[config.mk]
export PLATFORM = sky130hd
export DESIGN_NAME = shift_add_mult_ctrl
export DESIGN_NICKNAME = d
export VERILOG_FILES = /design/src/rtl/shift_add_mult_ctrl.sv
export SDC_FILE = /design/constraint.sdc
export NUM_CORES = 1
export LEC_CHECK = 0
export BUFFER_PORTS_ARGS = -buffer_cell sky130_fd_sc_hd__buf_2
export CORE_MARGIN = 10
export CORE_UTILIZATION = 31
export CTS_CLUSTER_DIAMETER = 150
export DETAILED_ROUTE_END_ITERATION = 16
export PLACE_DENSITY = 0.58
export REMOVE_ABC_BUFFERS = 1
export SYNTH_ARGS = -nofsm -noshare
export SYNTH_HDL_FRONTEND = slang
export SYNTH_SLANG_ARGS = --single-unit
export TNS_END_PERCENT = 1
[constraint.sdc]
create_clock -name clk -period 4.7 [get_ports clk]
set_clock_uncertainty 0.1 [all_clocks]
set_input_delay 0.47 -clock clk [delete_from_list [all_inputs] [get_ports clk]]
set_output_delay 0.47 -clock clk [all_outputs]
set_load 0.005 [all_outputs]
[src/rtl/shift_add_mult_ctrl.sv]
// -----------------------------------------------------------------------------
// shift_add_mult_ctrl
//
// Sequential unsigned shift-and-add multiplier. A start in IDLE captures A and
// B. Each RUN cycle then adds one partial product into a 2W-bit accumulator.
// The block spends one DONE cycle presenting the product before it returns to
// IDLE.
//
// Handshake: a start is accepted only on a rising edge where the FSM is in
// IDLE, which is the same as busy=0. While busy=1 (RUN or DONE), start is
// ignored and no request is queued. done is a one-cycle pulse during DONE. In
// that cycle P holds the product, and P keeps it until the next DONE or reset.
//
// Optional feature (macro EARLY_TERM_EN): RUN ends after the first step whose
// post-shift multiplier is zero. Without the macro, RUN always lasts W cycles.
//
// Ports:
//   clk        in   1    clock, all state updates on rising edge
//   rst        in   1    synchronous active-high reset
//   start      in   1    multiply request, sampled only in IDLE
//   A          in   W    multiplicand, captured on accepted start
//   B          in   W    multiplier, captured on accepted start
//   P          out  2W   product register
//   busy       out  1    registered, high in RUN and DONE
//   done       out  1    one-cycle pulse while P is newly valid
//   dbg_state  out  2    current FSM state (0 IDLE, 1 RUN, 2 DONE)
// -----------------------------------------------------------------------------
module shift_add_mult_ctrl #(
  parameter int W = 8
) (
  input  logic             clk,
  input  logic             rst,
  input  logic             start,
  input  logic [W-1:0]     A,
  input  logic [W-1:0]     B,
  output logic [2*W-1:0]   P,
  output logic             busy,
  output logic             done,
  output logic [1:0]       dbg_state
);

  localparam int IW = $clog2(W) + 1;

  typedef enum logic [1:0] {
    IDLE = 2'd0,
    RUN  = 2'd1,
    DONE = 2'd2
  } state_t;

  state_t           state_q, state_d;
  logic [W-1:0]     mcand_q, mcand_d;
  logic [W-1:0]     mreg_q,  mreg_d;
  logic [2*W-1:0]   acc_q,   acc_d;
  logic [IW-1:0]    i_q,     i_d;
  logic [2*W-1:0]   p_q,     p_d;
  logic             busy_q,  busy_d;
  logic             done_q,  done_d;

  logic [2*W-1:0]   pp;
  logic [2*W-1:0]   acc_step;
  logic [W-1:0]     mreg_shift;
  logic             last_step;

  always_ff @(posedge clk) begin
    if (rst) begin
      state_q <= IDLE;
      mcand_q <= '0;
      mreg_q  <= '0;
      acc_q   <= '0;
      i_q     <= '0;
      p_q     <= '0;
      busy_q  <= 1'b0;
      done_q  <= 1'b0;
    end else begin
      state_q <= state_d;
      mcand_q <= mcand_d;
      mreg_q  <= mreg_d;
      acc_q   <= acc_d;
      i_q     <= i_d;
      p_q     <= p_d;
      busy_q  <= busy_d;
      done_q  <= done_d;
    end
  end

  always_comb begin
    // Partial product for the current multiplier LSB, aligned to bit i.
    pp         = {{W{1'b0}}, mcand_q & {W{mreg_q[0]}}} << i_q;
    acc_step   = acc_q + pp;
    mreg_shift = mreg_q >> 1;
`ifdef EARLY_TERM_EN
    // No set bits remain, so every later partial product would be zero.
    last_step  = (mreg_shift == '0);
`else
    last_step  = (i_q == IW'(W - 1));
`endif

    state_d = state_q;
    mcand_d = mcand_q;
    mreg_d  = mreg_q;
    acc_d   = acc_q;
    i_d     = i_q;
    p_d     = p_q;
    busy_d  = busy_q;
    done_d  = 1'b0;

    case (state_q)
      IDLE: begin
        if (start) begin
          state_d = RUN;
          mcand_d = A;
          mreg_d  = B;
          acc_d   = '0;
          i_d     = '0;
          busy_d  = 1'b1;
        end
      end
      RUN: begin
        acc_d  = acc_step;
        mreg_d = mreg_shift;
        i_d    = i_q + IW'(1);
        if (last_step) begin
          state_d = DONE;
          p_d     = acc_step;
          done_d  = 1'b1;
        end
      end
      DONE: begin
        state_d = IDLE;
        busy_d  = 1'b0;
      end
      default: begin
        state_d = IDLE;
        busy_d  = 1'b0;
      end
    endcase
  end

  assign P         = p_q;
  assign busy      = busy_q;
  assign done      = done_q;
  assign dbg_state = state_q;

endmodule
; ---- After elaboration in Yosys (flattened, before gate mapping)
; Cells that the tools add are included.
[op_classes]
shift = 1
multipliers = 0
bitwise = 2
n_addsub = 2
eq_ne = 4
div_mod_pow = 0
order_cmp = 0
mux = 12
reduce_logical = 8
[ops]
columns = cell, count
row1 = $pmux 16 s2, 1
row2 = $add 16x16->16, 1
row3 = $mux 16, 1
row4 = $pmux 8 s2, 1
row5 = $shl 8x4->16, 1
row6 = $reduce_and 2->1, 5
row7 = $and 8x8->8, 1
row8 = $mux 8, 1
row9 = $pmux 4 s2, 1
row10 = $add 4x1->4 const B, 1
row11 = $eq 4x3->1 const B, 1
row12 = $mux 2, 2
row13 = $mux 4, 1
row14 = $ne 2x2->1 const B, 2
row15 = $pmux 2 s2, 1
row16 = $eq 2x1->1 const B, 1
row17 = $logic_not 2->1, 1
row18 = $mux 1, 2
row19 = $pmux 1 s2, 1
row20 = $reduce_bool 2->1, 1
row21 = $reduce_or 2->1, 1
row22 = $not 1->1, 1
[totals]
mem_bits_rw = 0
latchBits = 0
mem_count = 0
elab_cells = 37
rom_bits = 0
regBits = 56
in_bits = 19
output_inout_bits = 20

; ---- Longest topological paths before layout
; Gate-level depths: netlist (run 1).
[logic_depth]
depth_word = 4
mapped_depth = 15
depth_no_buf = 13

; ---- Worst setup path before layout (run 1)
; Ideal clock, no wire load.
[synth_timing]
path_kind = register -> register
startpoint = register i_q[0]
endpoint = register p_q[15], in the netlist P[15]
stages_incl_launch_ff = 14
required_time_ps = 4514
setup_slack_ps = 1450
setup_ps = 86
arrival_ps = 3065
synth_period_minus_slack_ps = 3250
n_path_buf = 1
cell_sequence = dfxtp_1 > buf_1 > mux4_2 > nand2_1 > nor2_1 > a21oi_1 > nor2_1 > ha_1 > nand2_1 > a211oi_1 > nor2_1 > o31ai_1 > xor2_1 > a211oi_1
[synth_via]
elab_chain_len = 2
word_cells_on_any_way = 4
cone_classes = 1 x add/sub / 1 x eq/ne / 1 x shift / 1 x reduce/logical
[synth_lines]
columns = element, line
row1 = from (decl), 54  ; logic [IW-1:0] i_q, i_d;
row2 = from (signal assigned), 79  ; i_q <= i_d;
row3 = $shl 8x4->16 / $eq 4x3->1 (equally long branches), "88, 95"
row4 = $add 16x16->16 / $reduce_and 2->1 (equally long branches), -
row5 = to (signal assigned), 80  ; p_q <= p_d;
row6 = to (decl), 55  ; logic [2*W-1:0] p_q, p_d;
; Parallel ways exist; a longest one is shown, timed or not.
; A chain may end at the register's enable or synchronous reset.

; ---- Worst setup path after layout (run 1)
; Same ends and word-level chain as after synthesis.

==> results.txt, run 1 <==
Achievable clock frequency -> 286 MHz
Post-synthesis cell type count -> 48
Crit path max-delay cell type -> dfxtp_1
Width of the die -> 122 um
Status -> finished, final reports clean
I/O pin total -> 39
Nets -> 483
Switching fraction of total power -> 27.8%
First-pass GRT wire length -> 14,200 um
Slew Viols, Final -> 0
Post-synth EDFFs -> 0
Grt met3 use -> 2.71%
Layout cell share with drive strength beyond 1 -> 14.1%
PwrDens -> 240 nW/um^2
Mapped cell area -> 3250 um^2
CP Cell Sequence -> mux2_2, nand2_1, inv_1, a22oi_1, mux2i_1, and2_1, ha_1, nand2_1, a211oi_1, nor2_1, o31ai_1, xor2_1, a211oi_1
Vias in the first global route -> 2,971
P&R area growth vs syn -> 12.3%
Worst Max-Slew Pin Slew -> 1.07 ns
GPL Wtd Cong -> 0.859
Placed cells -> 576
Input/output buffers -> 38
Crit path capture type -> register
Final Total Pwr -> 0.877 mW
CP required -> 4.83 ns
RSZ-0062 raised after global routing -> no
TNS Setup -> 0 ns
Comb power frac -> 11.6%
CTS Buffer Depth -> 2
Ant. Diodes -> 0
Core box area -> 10,300 um^2
Worst-skew pair later-pin latency -> 0.32 ns
Number of setup violations in the final report -> 0
Cts hold-fix bufs -> 0
Seq/Total Area, Yosys -> 34.5%
Synthesis-stage register bit count -> 56
TritonCTS Buffers -> 5
Row Count -> 37
Post-CTS Setup Inserts -> 0
Wire per inst -> 14.3 um
Tcrit/Tclk final -> 74.3%
Leak pwr -> 1.44 nW
CTS tree -> yes
Clk network pwr share -> 30.9%
Pin count of the biggest net entering global routing -> 55
WS Path Type -> register to register
Antenna violations before repair -> 0
Relative slew slack -> 28.5%
Post-Synthesis Cells -> 423
Final min period -> 3.49 ns
Async set or reset register ratio after synthesis -> 0%
Worst Path Max Fanout -> 13
WL final -> 8360 um
Half-perimeter wire length after placement -> 6040 um
Clock Tree Root -> clkbuf_8
Critical path arrival -> 3.63 ns
Die area -> 15,000 um^2
Final ANT Viol Nets -> 0
DR iter-0 viols -> 117
GR Util met1 -> 14.1%
Met2 Use GR -> 18.7%
Grt ovf -> 0
Vias -> 3,049
Ys flop type -> dfxtp_1
Avg Inst Size Synth -> 7.69 um^2
H-tree depth -> 2
Vias per cell -> 5.22
Max cap viols -> 0
DRC viols -> 0
Post_cts resized -> 0
VDD IR max -> 0.000125 V
Router iterations before antenna repair -> 4
Initial core utilization -> 31.6%
CTS Sinks -> 56
Sequential Power Share -> 57.5%
Sw Pwr -> 0.244 mW
Hold Path Class -> input pin to register
Die Y -> 122 um
Warning count from the yosys run -> 0
CP max stage delay -> 0.61 ns
Gr usage total -> 11.2%
Startpoint Class -> register
Worst-path clk slew -> 0.11 ns
Post-route insts no fill -> 584
Pint -> 0.633 mW
GR peak layer -> met2
Final hold violation count -> 0
[routing by layer]
layer	wire [um]	vias up
met5	0	-
met4	125	0
met3	338	9
met2	3770	51
met1	4120	1421
li1	-	1568
[worst paths after layout]
path                              from   endpoint  slack [ns]  depth (start not counted)
worst max register to register  i_q[0]      P[15]        1.21                         13
worst min-delay path              B[7]  mreg_q[7]        0.27                          3
worst max-delay path            i_q[0]      P[15]        1.21                         13
worst min register to register    P[7]       P[7]        0.36                          2
[state kept, by name (all words and copies together) (netlist names)]
signal	count
P	16
mcand_q	8
dbg_state	2
done	1
i_q	4
busy	1
mreg_q	8
acc_q	16
[synthesized netlist by cell type (2+ instances only)]
master / count / share of area (%)
a211oi_1: 5 / 1.2
a21o_1: 3 / 0.69
a21oi_1: 50 / 7.7
a311oi_1: 7 / 1.9
a31oi_1: 7 / 1.3
and2_1: 6 / 1.2
and3_1: 5 / 0.96
buf_1: 3 / 0.35
clkbuf_1: 24 / 2.8
dfxtp_1: 56 / 34
ha_1: 16 / 6.2
inv_1: 7 / 0.81
mux2_2: 4 / 1.4
mux2i_1: 8 / 2.5
mux4_2: 2 / 1.4
nand2_1: 73 / 8.4
nand3_1: 24 / 3.7
nand3b_1: 5 / 1.2
nand4_1: 13 / 2.5
nor2_1: 35 / 4.0
nor2b_1: 5 / 0.96
nor3_1: 6 / 0.92
o211ai_1: 2 / 0.46
o21a_1: 3 / 0.69
o21ai_0: 12 / 1.8
o22ai_1: 5 / 0.96
o311ai_0: 2 / 0.54
o31ai_1: 5 / 1.2
or4_1: 3 / 0.69
xnor2_1: 5 / 1.3
xor2_1: 5 / 1.3
[cells in the final DEF (no fill, tap or decap), types with 6 or more instances in the layout]
cell type  synthesis  routed
a21oi_1           50      50
a311oi_1           7       7
a31oi_1            7       7
and2_1             6       6
buf_2              1      38
buf_4              1       8
dfxtp_1           56      56
ha_1              16      16
inv_1              7       7
mux2i_1            8       8
nand2_1           73      73
nand3_1           24      24
nand4_1           13      13
nor2_1            35      35
nor3_1             6       6
o21ai_0           12      12
[cell type report]
class                           instances  area [um^2]
Tap cell                              136          170
Clock buffer                            6         72.6
Clock inverter                          2         16.3
Multi-Input combinational cell        331         2000
Inverter                                7         26.3
Timing Repair Buffer                   46          250
Sequential cell                        56         1120
Fill cell                            1138         6630
[through the flow]
stage | setup WS (ns) | util, % | hold WS (ns) | cell area, um^2
finish | 1.21 | 35.5 | 0.275 | 3650
global route | 0.740 | 35.5 | 0.288 | 3650
CTS | 1.22 | 35.5 | 0.268 | 3650
detailed placement | 1.24 | 34.7 | 0.346 | 3560
global placement | 1.40 | 34.7 | 0.343 | 3560
floorplan | 1.38 | - | 0.342 | 3140
[critical path, delay by kind of cell (launching register included)]
kind,cells,cell delay (ns)
AND/OR/NAND/NOR,4,0.47
flip-flops,1,0.61
buffers and inverters,1,0.05
multiplexers,2,0.52
XOR/XNOR,1,0.13
adder cells (fa/ha/maj),1,0.32
AO/OA/AOI/OAI,4,1.20
[cell families (layout without fill, tap and decap cells)]
family	after synthesis	in the layout	share of synthesized area [%]
and+or+nand+nor	182	182	26.2
AOI/OAI and AO/OA	108	108	20.4
DFF	56	56	34.5
buffers and inverters	36	61	4.31
adders and majority gates	17	17	6.77
muxes	14	14	5.23
xor gates and xnor gates	10	10	2.69
[power by group through the flow]
stage	clock network [mW]	logic [mW]	registers (mW)
floorplan	0	0.0609	0.513
global placement	0	0.100	0.515
detailed placement	0	0.102	0.515
CTS	0.285	0.102	0.504
global route	0.300	0.115	0.507
finish	0.271	0.102	0.504
(Power assumes the default switching activity.)
==> run 2: changes to the inputs <==
--- a/config.mk
+++ b/config.mk
@@ -10,7 +10,7 @@
 export CORE_UTILIZATION = 31
 export CTS_CLUSTER_DIAMETER = 150
 export DETAILED_ROUTE_END_ITERATION = 16
-export PLACE_DENSITY = 0.58
+export PLACE_DENSITY = 0.6
 export REMOVE_ABC_BUFFERS = 1
 export SYNTH_ARGS = -nofsm -noshare
 export SYNTH_HDL_FRONTEND = slang
==> constraint.sdc (replaced) <==
create_clock -name clk -period 2.9 [get_ports clk]
set_clock_uncertainty 0.1 [all_clocks]
set_input_delay 0.29 -clock clk [delete_from_list [all_inputs] [get_ports clk]]
set_output_delay 0.29 -clock clk [all_outputs]
set_load 0.005 [all_outputs]
==> run 2 against run 1 <==
Against the previous run:
- the flow now finishes with violations (setup timing)
- hold slack got worse by 0.18 ns
- global-route usage up 1.3 points
- flip-flop and latch count did not move
- critical path type unchanged
- largest cell class unchanged
- highest routed layer unchanged
==> results.txt, run 2 (synthesis gave the netlist of run 1 again) <==
CP endpoint -> acc_q[15]
Width of the die -> 122 um (unchanged)
P&R area growth vs syn -> 37.5%
WS Path Type -> register to register
Tcrit/Tclk final -> 101% (+27 points)
H-tree depth -> 2 (unchanged)
TritonCTS Buffers -> 5 (unchanged)
Grt ovf -> 0 (unchanged)
Gr usage total -> 12.5% (+1.3 points)
Pin count of the biggest net entering global routing -> 45 (-18%)
Wire per inst -> 14.7 um (+2.4%)
Cts hold-fix bufs -> 0 (unchanged)
Hold Path Class -> input pin to register
Status -> finished with violations
Final worst setup slack -> -0.0416 ns (-1.25 ns)
Worst r2r dst -> acc_q[15]
PwrDens -> 334 nW/um^2 (+39%)
CTS tree -> yes
DRC viols -> 0 (unchanged)
Die area -> 15,000 um^2 (unchanged)
Most frequent cells in the layout -> nand2_1, buf_4, dfxtp_1
GPL Wtd Cong -> 0.868 (+1.0%)
CP Cell Sequence -> buf_6, buf_6, nand3b_1, o21ai_2, nand2_2, nor2_1, nor2_1, o22ai_2, ha_4, buf_4, nand2_1, o21ai_2, a31oi_4, o31ai_4, or4_1, nand3_1
FF-to-FF Start -> i_q[1]
Achievable clock frequency -> 340 MHz (+19%)
Crit path max-delay cell type -> or4_1
Worst path depth -> 16 (+3)
Worst-path clk slew -> 0.10 ns (about the same)
TNS Setup -> -0.0678 ns (-0.0678 ns)
DR WL met2 -> 4500 um (+19%)
Crit path capture type -> register
WL final -> 9450 um (+13%)
Depth of the worst register-to-register path -> 16 (+3)
Max cap viols -> 0 (unchanged)
CP bufs+invs -> 3 (+2)
Worst-skew pair later-pin latency -> 0.32 ns (about the same)
Worst Max-Slew Pin Slew -> 0.503 ns (-0.566 ns)
CP max stage delay -> 0.48 ns (-0.13 ns)
Vias in the first global route -> 3,245 (+9.2%)
CP required -> 3.07 ns (-1.76 ns)
Worst Path Max Fanout -> 6 (-7)
Die Y -> 122 um (unchanged)
Number of setup violations in the final report -> 3 (+3)
Vias -> 3,338 (+9.5%)
Input/output buffers -> 38 (unchanged)
Row Count -> 37 (unchanged)
WHS -> 0.0959 ns (-0.179 ns)
Router iterations before antenna repair -> 4 (unchanged)
Met3 WL -> 457 um (+35%)
Uppermost routed layer -> met4
Layout cell share with drive strength beyond 1 -> 36.0% (+22 points)
WL met1 -> 4390 um (+6.6%)
Slew Viols, Final -> 0 (unchanged)
Relative slew slack -> 66.4% (+38 points)
Beginning of the critical path -> i_q[1]
Final ANT Viol Nets -> 0 (unchanged)
Most common cell after layout, fill and taps aside -> nand2_1
Leak pwr -> 1.81 nW (+26%)
Core box area -> 10,300 um^2 (unchanged)
Initial core utilization -> 31.6% (unchanged)
Nets -> 544 (+13%)
Cell family with most CP delay -> simple AND/OR/NAND/NOR gates
CTS Buffer Depth -> 2 (unchanged)
Fill cells -> 1,038 (-8.8%)
First-pass GRT wire length -> 15,500 um (+9.7%)
Startpoint Class -> register
Final min period -> 2.94 ns (-0.550 ns)
Antenna violations before repair -> 0 (unchanged)
DR iter-0 viols -> 151 (+29%)
VDD IR max -> 0.000201 V (+60%)
Critical path arrival -> 3.12 ns (-0.51 ns)
Clock Tree Root -> clkbuf_8
CTS Sinks -> 56 (unchanged)
Vias per cell -> 5.18 (-0.88%)
Final hold violation count -> 0 (unchanged)
I/O pin total -> 39 (unchanged)
Ant. Diodes -> 0 (unchanged)
RSZ-0062 raised after global routing -> yes
Half-perimeter wire length after placement -> 6760 um (+12%)
Failing checks -> setup timing
Reg-to-reg setup timing slack -> -0.04 ns (-1.25 ns)
-- run 2: final cells by class --
| cell class | instances | area, um^2 | share of cell area, % |
|---|---|---|---|
| clock buffer | 8 | 90.1 | 2.02 |
| inverter | 7 | 26.3 | 0.588 |
| multi-input combinational | 331 | 2330 | 52.1 |
| sequential | 56 | 1130 | 25.3 |
| tap | 136 | 170 | 3.81 |
| timing repair buffer | 107 | 727 | 16.3 |
-- run 2: how the worst min path moves through the flow --
stage          from         end  slack (ns)  depth (start not counted)
2_1_floorplan   rst        P[0]        0.26                          1
3_3_place_gp   P[1]        P[1]        0.34                          2
3_5_place_dp   P[6]        P[6]        0.34                          2
4_1_cts        A[0]  mcand_q[0]        0.09                          3
5_1_grt        A[7]  mcand_q[7]         0.1                          3
6_report       A[0]  mcand_q[0]         0.1                          3
-- run 2: metal layers --
layer | vias to the layer above | global-route usage, %
li1 | 1685 | -
met1 | 1566 | 15.7
met2 | 77 | 21.5
met3 | 10 | 2.57
met4 | 0 | 3.09
met5 | - | 0
-- run 2: tightest hold or removal path, delay by kind of cell --
family                 cells  cell delay, ns
AO/OA/AOI/OAI              1            0.05
AND/OR/NAND/NOR            1            0.04
buffers and inverters      1            0.09
-- run 2: where the power goes --
part	internal, mW	leakage (nW)	total (mW)	switching (mW)
sequential	0.791	0.457	0.812	0.0217
combinational	0.0967	1.31	0.223	0.127
clock	0.196	0.0455	0.457	0.262
total	1.08	1.81	1.49	0.410
-- run 2: timing repair --
| action | CTS | global route |
|---|---|---|
| setup endpoints to repair | 18 | 20 |
| setup buffers | 7 | 5 |
| resized for setup | 47 | 39 |
| pin swaps | 33 | 24 |
-- run 2: per-stage QoR --
step	area (um^2)	total power, mW	util, %	cells	setup WS (ns)
after floorplan	3140	0.929	-	394	-0.424
after global placement	3930	1.03	38.3	625	-0.225
after detailed placement	3930	1.03	38.3	625	-0.284
after CTS	4260	1.50	41.4	640	-0.0210
after global routing	4470	1.57	43.5	645	-0.199
final	4470	1.49	43.5	645	-0.0416
==> run 3: changes to the inputs <==
--- a/config.mk
+++ b/config.mk
@@ -8,8 +8,10 @@
 export BUFFER_PORTS_ARGS = -buffer_cell sky130_fd_sc_hd__buf_2
 export CORE_MARGIN = 10
 export CORE_UTILIZATION = 31
+export CTS_BUF_LIST = sky130_fd_sc_hd__clkbuf_4
 export CTS_CLUSTER_DIAMETER = 150
 export DETAILED_ROUTE_END_ITERATION = 16
+export GPL_TIMING_DRIVEN = 0
 export PLACE_DENSITY = 0.6
 export REMOVE_ABC_BUFFERS = 1
 export SYNTH_ARGS = -nofsm -noshare
==> run 3 against run 2 <==
Against the previous run:
- largest power group unchanged
- the run still ends with setup timing left
- final area is 9.3% lower
- sequential power grew 0.6%
- combinational power is 13% lower
==> results.txt, run 3 (synthesis gave the netlist of run 1 again) <==
Status -> finished with violations
Failing checks -> setup timing
Dpl ws -> -1.01 ns (-0.727 ns)
CTS Buffer Depth -> 2 (unchanged)
Number of setup violations in the final report -> 10 (+7)
DR iter-0 viols -> 162 (+7.3%)
Hold Crit Start -> A[1]
Vias -> 3,185 (-4.6%)
Final ANT Viol Nets -> 0 (unchanged)
DP Area -> 3520 um^2 (-11%)
Final min period -> 2.99 ns (+0.0456 ns)
Nets -> 499 (-8.3%)
Hold Path Class -> input pin to register
Sequential Power Share -> 55.8% (+1.4 points)
Switching fraction of total power -> 28.2% (+0.70 points)
WL final -> 9270 um (-2.0%)
Placed cells -> 569 (-9.0%)
Die Y -> 122 um (unchanged)
Leak pwr -> 1.58 nW (-13%)
Comb power frac -> 13.2% (-1.8 points)
Pint -> 1.05 mW (-2.8%)
Clk network pwr share -> 31.0% (+0.4 points)
Critical path arrival -> 3.15 ns (+0.03 ns)
CTS tree -> yes
Reg-to-reg setup timing slack -> -0.09 ns (-0.05 ns)
Worst Max-Slew Pin Slew -> 1.07 ns (+0.562 ns)
CP required -> 3.06 ns (about the same)
Fill cells -> 1,063 (+2.4%)
H-tree depth -> 2 (unchanged)
Worst-skew pair later-pin latency -> 0.40 ns (+0.08 ns)
Beginning of the critical path -> i_q[0]
Worst hold path depth -> 3 (unchanged)
Most common cell after layout, fill and taps aside -> nand2_1
Slew Viols, Final -> 0 (unchanged)
Gr usage total -> 12.1% (-0.47 points)
Depth of the worst register-to-register path -> 13 (-3)
Startpoint Class -> register
Wire per inst -> 15.4 um (+5.4%)
Most frequent cells in the layout -> nand2_1, dfxtp_1, a21oi_1
Ant. Diodes -> 0 (unchanged)
Grt ovf -> 0 (unchanged)
Crit path capture type -> register
First-pass GRT wire length -> 15,000 um (-3.1%)
Max cap viols -> 0 (unchanged)
Clock Tree Root -> clkbuf_4
Relative slew slack -> 28.7% (-38 points)
P&R area growth vs syn -> 24.6%
Worst Path Max Fanout -> 5 (-1)
TNS Setup -> -0.579 ns (-0.512 ns)
Achievable clock frequency -> 335 MHz (-1.5%)
Final instance area -> 4050 um^2 (-9.3%)
Worst r2r dst -> P[15]
Sw Pwr -> 0.412 mW (+0.64%)
Pin count of the biggest net entering global routing -> 55 (+22%)
Vias in the first global route -> 3,064 (-5.6%)
Storage cell area -> 1140 um^2 (+0.89%)
Area of the multi-input gates -> 2240 um^2 (-3.8%)
Worst hold path endpoint -> mcand_q[1]
VDD IR max -> 0.000172 V (-15%)
Antenna violations before repair -> 0 (unchanged)
DRC viols -> 0 (unchanged)
Initial core utilization -> 31.6% (unchanged)
Router iterations before antenna repair -> 4 (unchanged)
FF-to-FF Start -> i_q[0]
Tcrit/Tclk final -> 103% (+1.6 points)
CTS Sinks -> 56 (unchanged)
Final hold violation count -> 0 (unchanged)
Row Count -> 37 (unchanged)
PwrDens -> 362 nW/um^2 (+8.3%)
Post-route insts no fill -> 600 (-7.0%)
I/O pin total -> 39 (unchanged)
TritonCTS Buffers -> 5 (unchanged)
Final worst setup slack -> -0.0873 ns (-0.0456 ns)
RSZ-0062 raised after global routing -> yes
Die area -> 15,000 um^2 (unchanged)
Vias per cell -> 5.31 (+2.6%)
Input/output buffers -> 38 (unchanged)
Worst-path clk slew -> 0.18 ns (+0.08 ns)
Half-perimeter wire length after placement -> 5740 um (-15%)
WS Path Type -> register to register
Core box area -> 10,300 um^2 (unchanged)
GPL Wtd Cong -> 0.889 (+2.5%)
Layout cell share with drive strength beyond 1 -> 26.7% (-9.2 points)
Width of the die -> 122 um (unchanged)
## run 3: power groups by stage
stage	Clock [mW]	Sequential, mW	Combinational (mW)
after floorplan	0	0.831	0.0988
final	0.455	0.817	0.193
after global routing	0.499	0.821	0.214
after global placement	0	0.837	0.152
after CTS	0.469	0.816	0.183
after detailed placement	0	0.839	0.157
## run 3: per-stage QoR
| stage | utilization [%] | total power, mW | hold WS, ns |
|---|---|---|---|
| global placement | 34.0 | 0.989 | 0.343 |
| finish | 39.4 | 1.47 | 0.0144 |
| global route | 39.4 | 1.53 | 0.0167 |
| floorplan | - | 0.929 | 0.259 |
| detailed placement | 34.2 | 0.997 | 0.343 |
| CTS | 38.3 | 1.47 | 0.000446 |
## run 3: timing repair
| item | 4_1_cts | 5_1_grt |
|---|---|---|
| hold buffers | 2 | 1 |
| pin swaps | 24 | 15 |
| setup endpoints to repair | 30 | 18 |
| endpoints found under the hold margin | 2 | 1 |
| setup buffers | 18 | 1 |
| gates resized for setup | 53 | 17 |
## run 3: final cells by class
type | instances | share of cell area [%]
clock inverter | 3 | 1.17
multi-input combinational | 331 | 55.3
timing repair buffer | 62 | 9.66
tap | 136 | 4.20
inverter | 7 | 0.648
sequential | 56 | 28.1
clock buffer | 5 | 0.926
## run 3: how the worst max path moves through the flow
stage | depth (start not counted) | end
floorplan | 13 | P[15]
global placement | 13 | P[15]
detailed placement | 13 | P[15]
CTS | 14 | acc_q[14]
global route | 13 | acc_q[15]
finish | 13 | P[15]
## run 3: routing by layer
metal / up-vias / part of all wire [%] / track usage, %
li1: 1605 / - / -
met1: 1478 / 45 / 15.3
met2: 89 / 47 / 20.3
met3: 13 / 6.1 / 2.48
met4: 0 / 1.2 / 3.24
met5: - / 0 / 0
## run 3: critical path, cell delays in order, from the launching register on
cell and delay, ns:
dfxtp_4 0.43, mux2_4 0.32, nand2_4 0.06, inv_2 0.03, a22oi_2 0.23, mux2i_1 0.14, and2_4 0.18, ha_4 0.30
nand2_4 0.07, a211oi_4 0.26, nor2_4 0.09, o31ai_4 0.29, xor2_1 0.24, a211oi_2 0.10
